File: src/rtl/hazard_stall_controller_pkg.sv
// Shared definitions for the hazard/stall controller of the 5-stage MIPS core.
//   md_state_e   : mul/div sequencer states (RUN, MD_BUSY)
//   REG_ZERO     : architectural register 0, which never creates a hazard
//   CTRL_W       : width of the ID/EX control bundle; a bubble zeroes all bits
//   MD_CNT_W     : width of the mul/div latency down-counter (latency <= 255)
//   src_match()  : does destination d feed a source operand of the ID instruction
package hazard_stall_controller_pkg;

  typedef enum logic [0:0] {
    RUN     = 1'b0,
    MD_BUSY = 1'b1
  } md_state_e;

  localparam logic [4:0] REG_ZERO = 5'd0;

  localparam int CTRL_W = 7;
  typedef logic [CTRL_W-1:0] ctrl_t;
  localparam ctrl_t CTRL_NOP = '0;

  localparam int MD_CNT_W = 8;

  // Register 0 is hard-wired, so writing it can never feed a later reader.
  function automatic logic src_match(input logic [4:0] d,
                                     input logic [4:0] src1,
                                     input logic [4:0] src2,
                                     input logic       uses_src2);
    return (d != REG_ZERO) && ((d == src1) || (uses_src2 && (d == src2)));
  endfunction

endpackage

File: src/rtl/hazard_stall_controller_sat_counter.sv
// Saturating event counter used for performance debug.
//   clk   : rising-edge clock
//   rst_n : asynchronous active-low reset, clears the count
//   inc   : count one event at this edge
//   cnt   : current count; holds at all-ones instead of wrapping
module sat_counter #(
  parameter int CNT_W = 16
) (
  input  logic             clk,
  input  logic             rst_n,
  input  logic             inc,
  output logic [CNT_W-1:0] cnt
);

  always_ff @(posedge clk or negedge rst_n) begin
    if (!rst_n) begin
      cnt <= '0;
    end else if (inc && (cnt != '1)) begin
      cnt <= cnt + CNT_W'(1);
    end
  end

endmodule

File: src/rtl/hazard_stall_controller.sv
// Pipeline control sequencer sitting beside ID. Every cycle it chooses
// advance, stall or flush for the front end and tracks the mul/div busy window.
//   Inputs : ID operand fields and kind (branch, mul/div, HI/LO reader),
//            branch outcome, EX and MEM destination/writeback/load info.
//   Outputs: pc_write_en, ifid_write_en (front-end enables), ifid_flush
//            (squash fetched instruction on taken branch), idex_bubble (NOP
//            into ID/EX), muldiv_busy (registered FSM state), stall_cnt and
//            flush_cnt (saturating performance counters).
// Handshake: none; outputs are level signals valid every cycle. Priority is
// reset > stall > flush > run.
module hazard_stall_controller
  import hazard_stall_controller_pkg::*;
#(
  parameter int MULDIV_LATENCY = 8,
  parameter int CNT_W          = 16
) (
  input  logic             clk,
  input  logic             rst_n,
  input  logic [4:0]       id_src1,
  input  logic [4:0]       id_src2,
  input  logic             id_uses_src2,
  input  logic             id_is_br,
  input  logic             id_is_muldiv,
  input  logic             id_reads_hilo,
  input  logic             br_taken,
  input  logic [4:0]       ex_dest,
  input  logic             ex_wb_en,
  input  logic             ex_mem_r_en,
  input  logic [4:0]       mem_dest,
  input  logic             mem_mem_r_en,
  output logic             pc_write_en,
  output logic             ifid_write_en,
  output logic             ifid_flush,
  output logic             idex_bubble,
  output logic             muldiv_busy,
  output logic [CNT_W-1:0] stall_cnt,
  output logic [CNT_W-1:0] flush_cnt
);

  localparam logic [MD_CNT_W-1:0] MD_INIT = MD_CNT_W'(MULDIV_LATENCY - 1);

  md_state_e           state, state_d;
  logic [MD_CNT_W-1:0] md_cnt, md_cnt_d;
  logic                br_wait, br_wait_d;

  logic hz_load, hz_br, hz_md, stall, flush_evt;

  // Hazard detection
  always_comb begin
    hz_load   = ex_mem_r_en && src_match(ex_dest, id_src1, id_src2, id_uses_src2);
    hz_br     = id_is_br &&
                ((ex_wb_en && src_match(ex_dest, id_src1, id_src2, id_uses_src2)) ||
                 (mem_mem_r_en && src_match(mem_dest, id_src1, id_src2, id_uses_src2)));
    hz_md     = muldiv_busy && (id_reads_hilo || id_is_muldiv);
    stall     = hz_load || hz_br || hz_md || br_wait;
    flush_evt = !stall && id_is_br && br_taken;
    // A branch waiting on a load needs a second stall cycle; remember it here
    // so the second cycle does not depend on the MEM-stage inputs arriving.
    br_wait_d = hz_load && id_is_br;
  end

  // Front-end control. Reset is folded in so the outputs react immediately
  // to an asynchronous reset assertion.
  always_comb begin
    pc_write_en   = 1'b1;
    ifid_write_en = 1'b1;
    ifid_flush    = 1'b0;
    idex_bubble   = 1'b0;
    if (!rst_n || stall) begin
      pc_write_en   = 1'b0;
      ifid_write_en = 1'b0;
      idex_bubble   = 1'b1;
    end else if (flush_evt) begin
      ifid_flush = 1'b1;
    end
  end

  // Mul/div busy sequencer: next state
  always_comb begin
    state_d  = state;
    md_cnt_d = md_cnt;
    case (state)
      RUN: begin
        if (id_is_muldiv && !stall) begin
          state_d  = MD_BUSY;
          md_cnt_d = MD_INIT;
        end
      end
      MD_BUSY: begin
        if (md_cnt == '0) begin
          state_d = RUN;
        end else begin
          md_cnt_d = md_cnt - MD_CNT_W'(1);
        end
      end
      default: begin
        state_d  = RUN;
        md_cnt_d = '0;
      end
    endcase
  end

  always_ff @(posedge clk or negedge rst_n) begin
    if (!rst_n) begin
      state   <= RUN;
      md_cnt  <= '0;
      br_wait <= 1'b0;
    end else begin
      state   <= state_d;
      md_cnt  <= md_cnt_d;
      br_wait <= br_wait_d;
    end
  end

  assign muldiv_busy = (state == MD_BUSY);

  sat_counter #(.CNT_W(CNT_W)) u_stall_cnt (
    .clk   (clk),
    .rst_n (rst_n),
    .inc   (stall),
    .cnt   (stall_cnt)
  );

  sat_counter #(.CNT_W(CNT_W)) u_flush_cnt (
    .clk   (clk),
    .rst_n (rst_n),
    .inc   (flush_evt),
    .cnt   (flush_cnt)
  );

endmodule

File: config.mk
export PLATFORM = sky130hd
export DESIGN_NAME = hazard_stall_controller
export DESIGN_NICKNAME = d
export VERILOG_FILES = /design/src/rtl/hazard_stall_controller_pkg.sv /design/src/rtl/hazard_stall_controller_sat_counter.sv /design/src/rtl/hazard_stall_controller.sv
export SDC_FILE = /design/constraint.sdc
export NUM_CORES = 1
export LEC_CHECK = 0
export ABC_CLOCK_PERIOD_IN_PS = 2600
export BUFFER_PORTS_ARGS = -buffer_cell sky130_fd_sc_hd__buf_2
export CAP_MARGIN = 0
export CORE_MARGIN = 2
export CORE_UTILIZATION = 47
export DETAILED_ROUTE_END_ITERATION = 8
export HOLD_SLACK_MARGIN = 0.03
export PLACE_DENSITY = 0.76
export SLEW_MARGIN = 20
export SYNTH_ARGS = -nofsm -noshare
export SYNTH_HDL_FRONTEND = slang
export SYNTH_SLANG_ARGS = --single-unit
export TNS_END_PERCENT = 10
File: constraint.sdc
create_clock -name clk -period 2.6 [get_ports clk]
set_input_delay 0.52 -clock clk [delete_from_list [all_inputs] [get_ports clk]]
set_output_delay 0.52 -clock clk [all_outputs]
set_load 0.05 [all_outputs]
Word-level counts from Yosys, hierarchy flattened --
Index checks and enable logic that the tools add are counted.
Cells by class: add/sub/neg operators 3, multipliers 0, divide/modulo/power cells 0, order comparisons 0, equality and inequality tests 8, shifts and indexed selects 0, multiplexer cells 10, bitwise logic cells 1, reduce and logical (&&, ||, !) cells 29
Operators with widths (count):
- 16-bit by 1-bit adder with 16-bit output, second input constant | 2
- 16-bit inequality test, second input constant | 2
- 5-bit == test | 4
- 8-bit two-way mux | 2
- 8-bit case mux with 2 select lines | 1
- 1-bit logical AND | 15
- 5-bit nonzero test | 2
- 8-bit zero test | 1
- 1-bit logical OR | 8
- 8-bit by 1-bit subtractor with 8-bit output, second input constant | 1
- 1-bit two-way mux | 6
- 2-bit inequality test, second input constant | 2
- 1-bit zero test | 2
- 1-bit case mux with 2 select lines | 1
- 2-bit AND reduction | 1
- 1-bit inverter | 1
Word-level totals: flip-flop bits (word level) 42, latch bits 0, RAM bits 0, ROM bits 0, bits of input ports 30, memories 0

Logic depth before layout (Yosys ltp) --
word-level depth 15, depth in mapped cells 9, mapped depth without buffers 7

Cells and area by module --
From an unflattened synthesis, not the netlist that was laid out.
Unflattened totals: cell total of the unflattened synthesis 247, area total of the unflattened synthesis 2613.8 um^2
By module, submodules not included:
- sat_counter | instances 2, cells each 72, area an instance 859.6 um^2, seq. area each 400.4 um^2
- hazard_stall_controller | instances 1, cells each 103, area an instance 894.6 um^2, seq. area each 250.2 um^2

Least setup slack after synthesis --
Ideal clock, no wire load.
path type input -> output, from input port mem_dest[1], to output port ifid_flush, arrival time 3.099 ns, data required time 2.080 ns, setup slack -1.019 ns, cell stages on the path 7, cells stage by stage or4_4 o211a_1 a32o_2 a211oi_4 buf_6 nand2_1 nor2_1
Between the ends: cells in the longest elaborated chain, start to end 15, elaborated cells between the ends (all ways) 18, classes of those cells eq/ne: 2; mux: 2; reduce/logical: 14
RTL lines:
- start, declared | RTL line hazard_stall_controller.sv:29 | input logic [4:0] mem_dest,
- 5-bit == test | RTL line hazard_stall_controller_pkg.sv:27 | return (d != REG_ZERO) && ((d == src1) || (uses_src2 && (d == src2)));
- 1-bit logical AND | RTL line hazard_stall_controller_pkg.sv:27
- 1-bit logical OR | RTL line hazard_stall_controller_pkg.sv:27
- 1-bit logical AND (*) | RTL line hazard_stall_controller_pkg.sv:27
- 1-bit logical AND (*) | RTL line hazard_stall_controller.sv:53 | (mem_mem_r_en && src_match(mem_dest, id_src1, id_src2, id_uses_src2)));
- 1-bit logical OR (*) | RTL line hazard_stall_controller.sv:52 | ((ex_wb_en && src_match(ex_dest, id_src1, id_src2, id_uses_src2)) ||
- 1-bit logical AND (*) | RTL line hazard_stall_controller.sv:51 | hz_br = id_is_br &&
- 1-bit logical OR (*) (3 in a row) | RTL line hazard_stall_controller.sv:55 | stall = hz_load || hz_br || hz_md || br_wait;
- 1-bit zero test | RTL line hazard_stall_controller.sv:56 | flush_evt = !stall && id_is_br && br_taken;
- 1-bit logical AND (2 in a row) | RTL line hazard_stall_controller.sv:56
- 1-bit two-way mux | RTL line hazard_stall_controller.sv:73 | end else if (flush_evt) begin
- 1-bit two-way mux (*) | RTL line hazard_stall_controller.sv:69 | if (!rst_n || stall) begin
- end, declared | RTL line hazard_stall_controller.sv:33 | output logic ifid_flush,
Every way passes the cells marked *; elsewhere a longest branch is shown, timed or not.

Final worst setup path --
from input port mem_dest[1], to output port ifid_write_en
Between the ends: cells in the longest elaborated chain, start to end 12, elaborated cells between the ends (all ways) 14, classes of those cells eq/ne: 2; mux: 1; reduce/logical: 11
RTL lines:
- 5-bit == test | RTL line hazard_stall_controller_pkg.sv:27
- 1-bit logical AND | RTL line hazard_stall_controller_pkg.sv:27
- 1-bit logical OR | RTL line hazard_stall_controller_pkg.sv:27
- 1-bit logical AND (*) | RTL line hazard_stall_controller_pkg.sv:27
- 1-bit logical AND (*) | RTL line hazard_stall_controller.sv:53
- 1-bit logical OR (*) | RTL line hazard_stall_controller.sv:52
- 1-bit logical AND (*) | RTL line hazard_stall_controller.sv:51
- 1-bit logical OR (*) (3 in a row) | RTL line hazard_stall_controller.sv:55
- 1-bit logical OR (*) | RTL line hazard_stall_controller.sv:69
- 1-bit two-way mux (*) | RTL line hazard_stall_controller.sv:69
- end, declared | RTL line hazard_stall_controller.sv:32 | output logic ifid_write_en,
Marked as above.

==> impl_metrics.ini <==
[timing]
hold-worst-slack_ns = 0.423
rsz0062_at_grt = yes
clock.fmax_ghz = 0.359
setup_viol = 4
slew-limit-headroom_pct = 65.2
fin_crit_sh_pct = 107
worst_pin_slew_ns = 0.523
hold_viol_final = 0
slew_viol_final = 0
finalWorstSetupSlack_ns = -0.185
finalCriticalPeriod_ns = 2.79
skew_ns = 0.00423

[clock_network]
cts_setup_buffers = 0
cts_num_sinks = 42
cts_tree = yes
clk_pin_slew_ns = 0.08
cts_buffers = 5
root_buffer = clkbuf_8
clk_latency_ns = 0.29
cts_buffer_depth = 2
htreeDepth = 2

[min_path]
min_path_type = input port to async pin

[global_route]
grt_antenna_before_repair = 0
grtUsageTotal_pct = 19.4
grt_pass1_vias = 1972
grt_first_pass_wirelength_mm = 8.59
grt_max_degree = 43
grt_overflow_total = 0

[worst_setup_path]
max_stage_delay_ns = 0.53
crit_chain = buf_6, or4_4, o211a_1, a32o_2, a211oi_4, nand2_8, clkinvlp_4, buf_4
path_class = input port to primary output
worst_ep_arrival_time_ns = 2.27
crit_path_max_fanout = 3
cp-start-kind = input port
r2r_cells = 6
required_ns = 2.08
rrSetupSlack_ns = 0.56
crit-reg2reg-capture = u_stall_cnt.cnt[1]$_DFFE_PN0P_
crit_path_top_delay_cell = or4_4
reg2reg_from = u_stall_cnt.cnt[0]$_DFFE_PN0P_
end_kind = primary output

[synth]
ys_seq_area_share_pct = 43.8
synth_top_family_by_area = simple AND/OR/NAND/NOR gates
synth_fa_ha_area_share_pct = 1.56
netlist_instances = 242
synth_cell_types = 42
synth-simple-area-share_pct = 25.2
syn_nets = 275
synth_seq_cells = 42
muxShareOfSynthArea_pct = 2.45
synth_compound_area_share_pct = 7.82
syn-cell-area_um2 = 2400
ys_warn_count = 0
syn_area_per_cell_um2 = 9.92
synth_xor_area_share_pct = 17.2

[drt]
firstDrtPassIters = 4
wl_per_cell_um = 13.0
drt_wl_total_mm = 5.20
drt-initial-drc-count = 108
num_vias = 2095
drt-vias-per-instance = 5.24
drtAntennaViolNets = 0
drc = 0

[flow_run]
timing.max_cap.violations = 0

[final_layout]
layout-drive-gt1-share_pct = 33.0
area_growth_pct = 28.8
n_antenna_cell = 0
finish.instance_area_um2 = 3090
fin_nets = 363

[die]
start_util_pct = 47.9
coreArea_um2 = 5010
fp.dieH_um = 75.5
dieArea_um2 = 5690
num_io_pins = 67
die_width_um = 75.5
num_rows = 26

[power]
peakVddDrop_uv = 850
p_leak_nw = 1.56
powerDensity_nw_per_um2 = 907

[placement]
port-buffer-count = 66
hpwl_mm = 3.97
place_area_um2 = 2960
gp_congestion = 0.835
dp_slack_ns = -0.293

[run_status]
status = finished with violations
violations = negative setup slack
==> cells in the mapped netlist <==
library cell	count	area share (%)
dfrtp_1	42	44
o22ai_1	1	0.26
a2bb2oi_2	1	0.63
nand3_1	18	3.8
nor4b_1	5	1.8
nand4_1	8	2.1
a32o_2	1	0.47
nor3_1	9	1.9
nand3b_1	2	0.63
inv_1	6	0.94
o31ai_1	2	0.63
clkbuf_1	2	0.31
o211ai_1	2	0.63
o211a_1	2	0.83
and3_1	8	2.1
a31oi_1	2	0.52
a32oi_1	1	0.37
xor2_1	25	9.1
o21ai_0	4	0.83
a211o_1	1	0.37
o32ai_1	1	0.37
nor2b_2	1	0.37
mux2_2	3	1.4
nor4bb_1	2	0.83
and2_2	2	0.63
a211o_4	1	0.73
xnor2_1	22	8.0
buf_6	1	0.47
nor2b_4	1	0.57
nor2_1	22	3.4
or3_1	1	0.26
a211oi_4	1	0.83
nand2_1	25	3.9
or4_4	1	0.47
a31o_2	1	0.37
nor4_1	3	0.78
ha_1	3	1.6
nor3b_1	2	0.63
mux2i_1	1	0.42
buf_4	1	0.31
nand2b_1	4	1.0
mux2_4	1	0.63
==> worst max-delay path, delay by kind of cell <==
kind | cells | cell delay (ns)
simple gates | 2 | 0.63
compound gates | 3 | 0.74
buf+inv | 3 | 0.37
==> registers in the layout, indices dropped and copies added (netlist names) <==
signal	cells
muldiv_busy	1
u_flush_cnt.cnt	16
u_stall_cnt.cnt	16
md_cnt	8
br_wait	1
==> what timing repair did <==
| action | in CTS | in global routing |
|---|---|---|
| gates resized for setup | 4 | 1 |
| hold buffers | 0 | 0 |
| setup endpoints to repair | 4 | 4 |
| pin swaps | 0 | 1 |
==> report_power, final <==
part / internal, mW / total, mW / switching, mW
registers: 0.826 / 1.03 / 0.202
logic: 0.423 / 1.25 / 0.826
clock network: 0.307 / 0.528 / 0.220
total: 1.56 / 2.80 / 1.25
==> layout make-up <==
class                           count  area, um^2
Clock buffer                        6        82.6
Clock inverter                      1        30.0
Fill cell                         440        1920
Inverter                            6        26.3
Multi-Input combinational cell    190        1320
Sequential cell                    42        1050
Tap cell                           70        87.6
Timing Repair Buffer               85         490
==> layer usage <==
layer	vias up	part of all wire, %	track usage (%)	routed length [um]
met5	-	0	0	0
met4	0	0.92	5.65	48
met3	7	5.2	4.10	270
met2	59	50	33.4	2620
met1	1002	44	24.7	2270
li1	1027	-	-	-
==> worst max path at each step <==
| stage | startpoint | to | cells after the start |
|---|---|---|---|
| floorplan | mem_dest[1] | pc_write_en | 8 |
| global placement | mem_dest[1] | ifid_flush | 8 |
| detailed placement | mem_dest[1] | ifid_flush | 8 |
| CTS | mem_dest[1] | pc_write_en | 8 |
| global route | mem_dest[1] | ifid_write_en | 8 |
| finish | mem_dest[1] | ifid_write_en | 8 |
==> cells in the final DEF, fill, tap and decap left out, drive strengths merged <==
cell and n:
a211o 2, a211oi 1, a2bb2oi 1, a31o 1, a31oi 2, a32o 1
a32oi 1, and2 2, and3 8, buf 85, bufinv 1, clkbuf 6
clkinvlp 1, dfrtp 42, ha 3, inv 5, mux2 4, mux2i 1
nand2 25, nand2b 4, nand3 18, nand3b 2, nand4 8, nor2 22
nor2b 2, nor3 9, nor3b 2, nor4 3, nor4b 5, nor4bb 2
o211a 2, o211ai 2, o21ai 4, o22ai 1, o31ai 2, o32ai 1
or3 1, or4 1, xnor2 22, xor2 25
==> cells by family (layout without fill, tap and decap cells) <==
kind of cell,Yosys count,in the layout
AOI/OAI and AO/OA,21,21
xor gates and xnor gates,47,47
adders and majority gates,3,3
buffers and inverters,10,98
DFF,42,42
muxes,5,5
and+or+nand+nor,114,114
==> through the flow <==
| step | setup TNS [ns] | std cells | power, mW | util [%] |
|---|---|---|---|---|
| after global placement | -1.03 | 393 | 2.26 | 59.1 |
| after detailed placement | -1.15 | 393 | 2.29 | 59.1 |
| after floorplan | -0.924 | 242 | 1.97 | - |
| after global routing | -0.947 | 400 | 2.98 | 61.7 |
| after CTS | -0.799 | 400 | 2.82 | 61.6 |
| final | -0.652 | 400 | 2.80 | 61.7 |
Power figures use the tool's default switching activity.
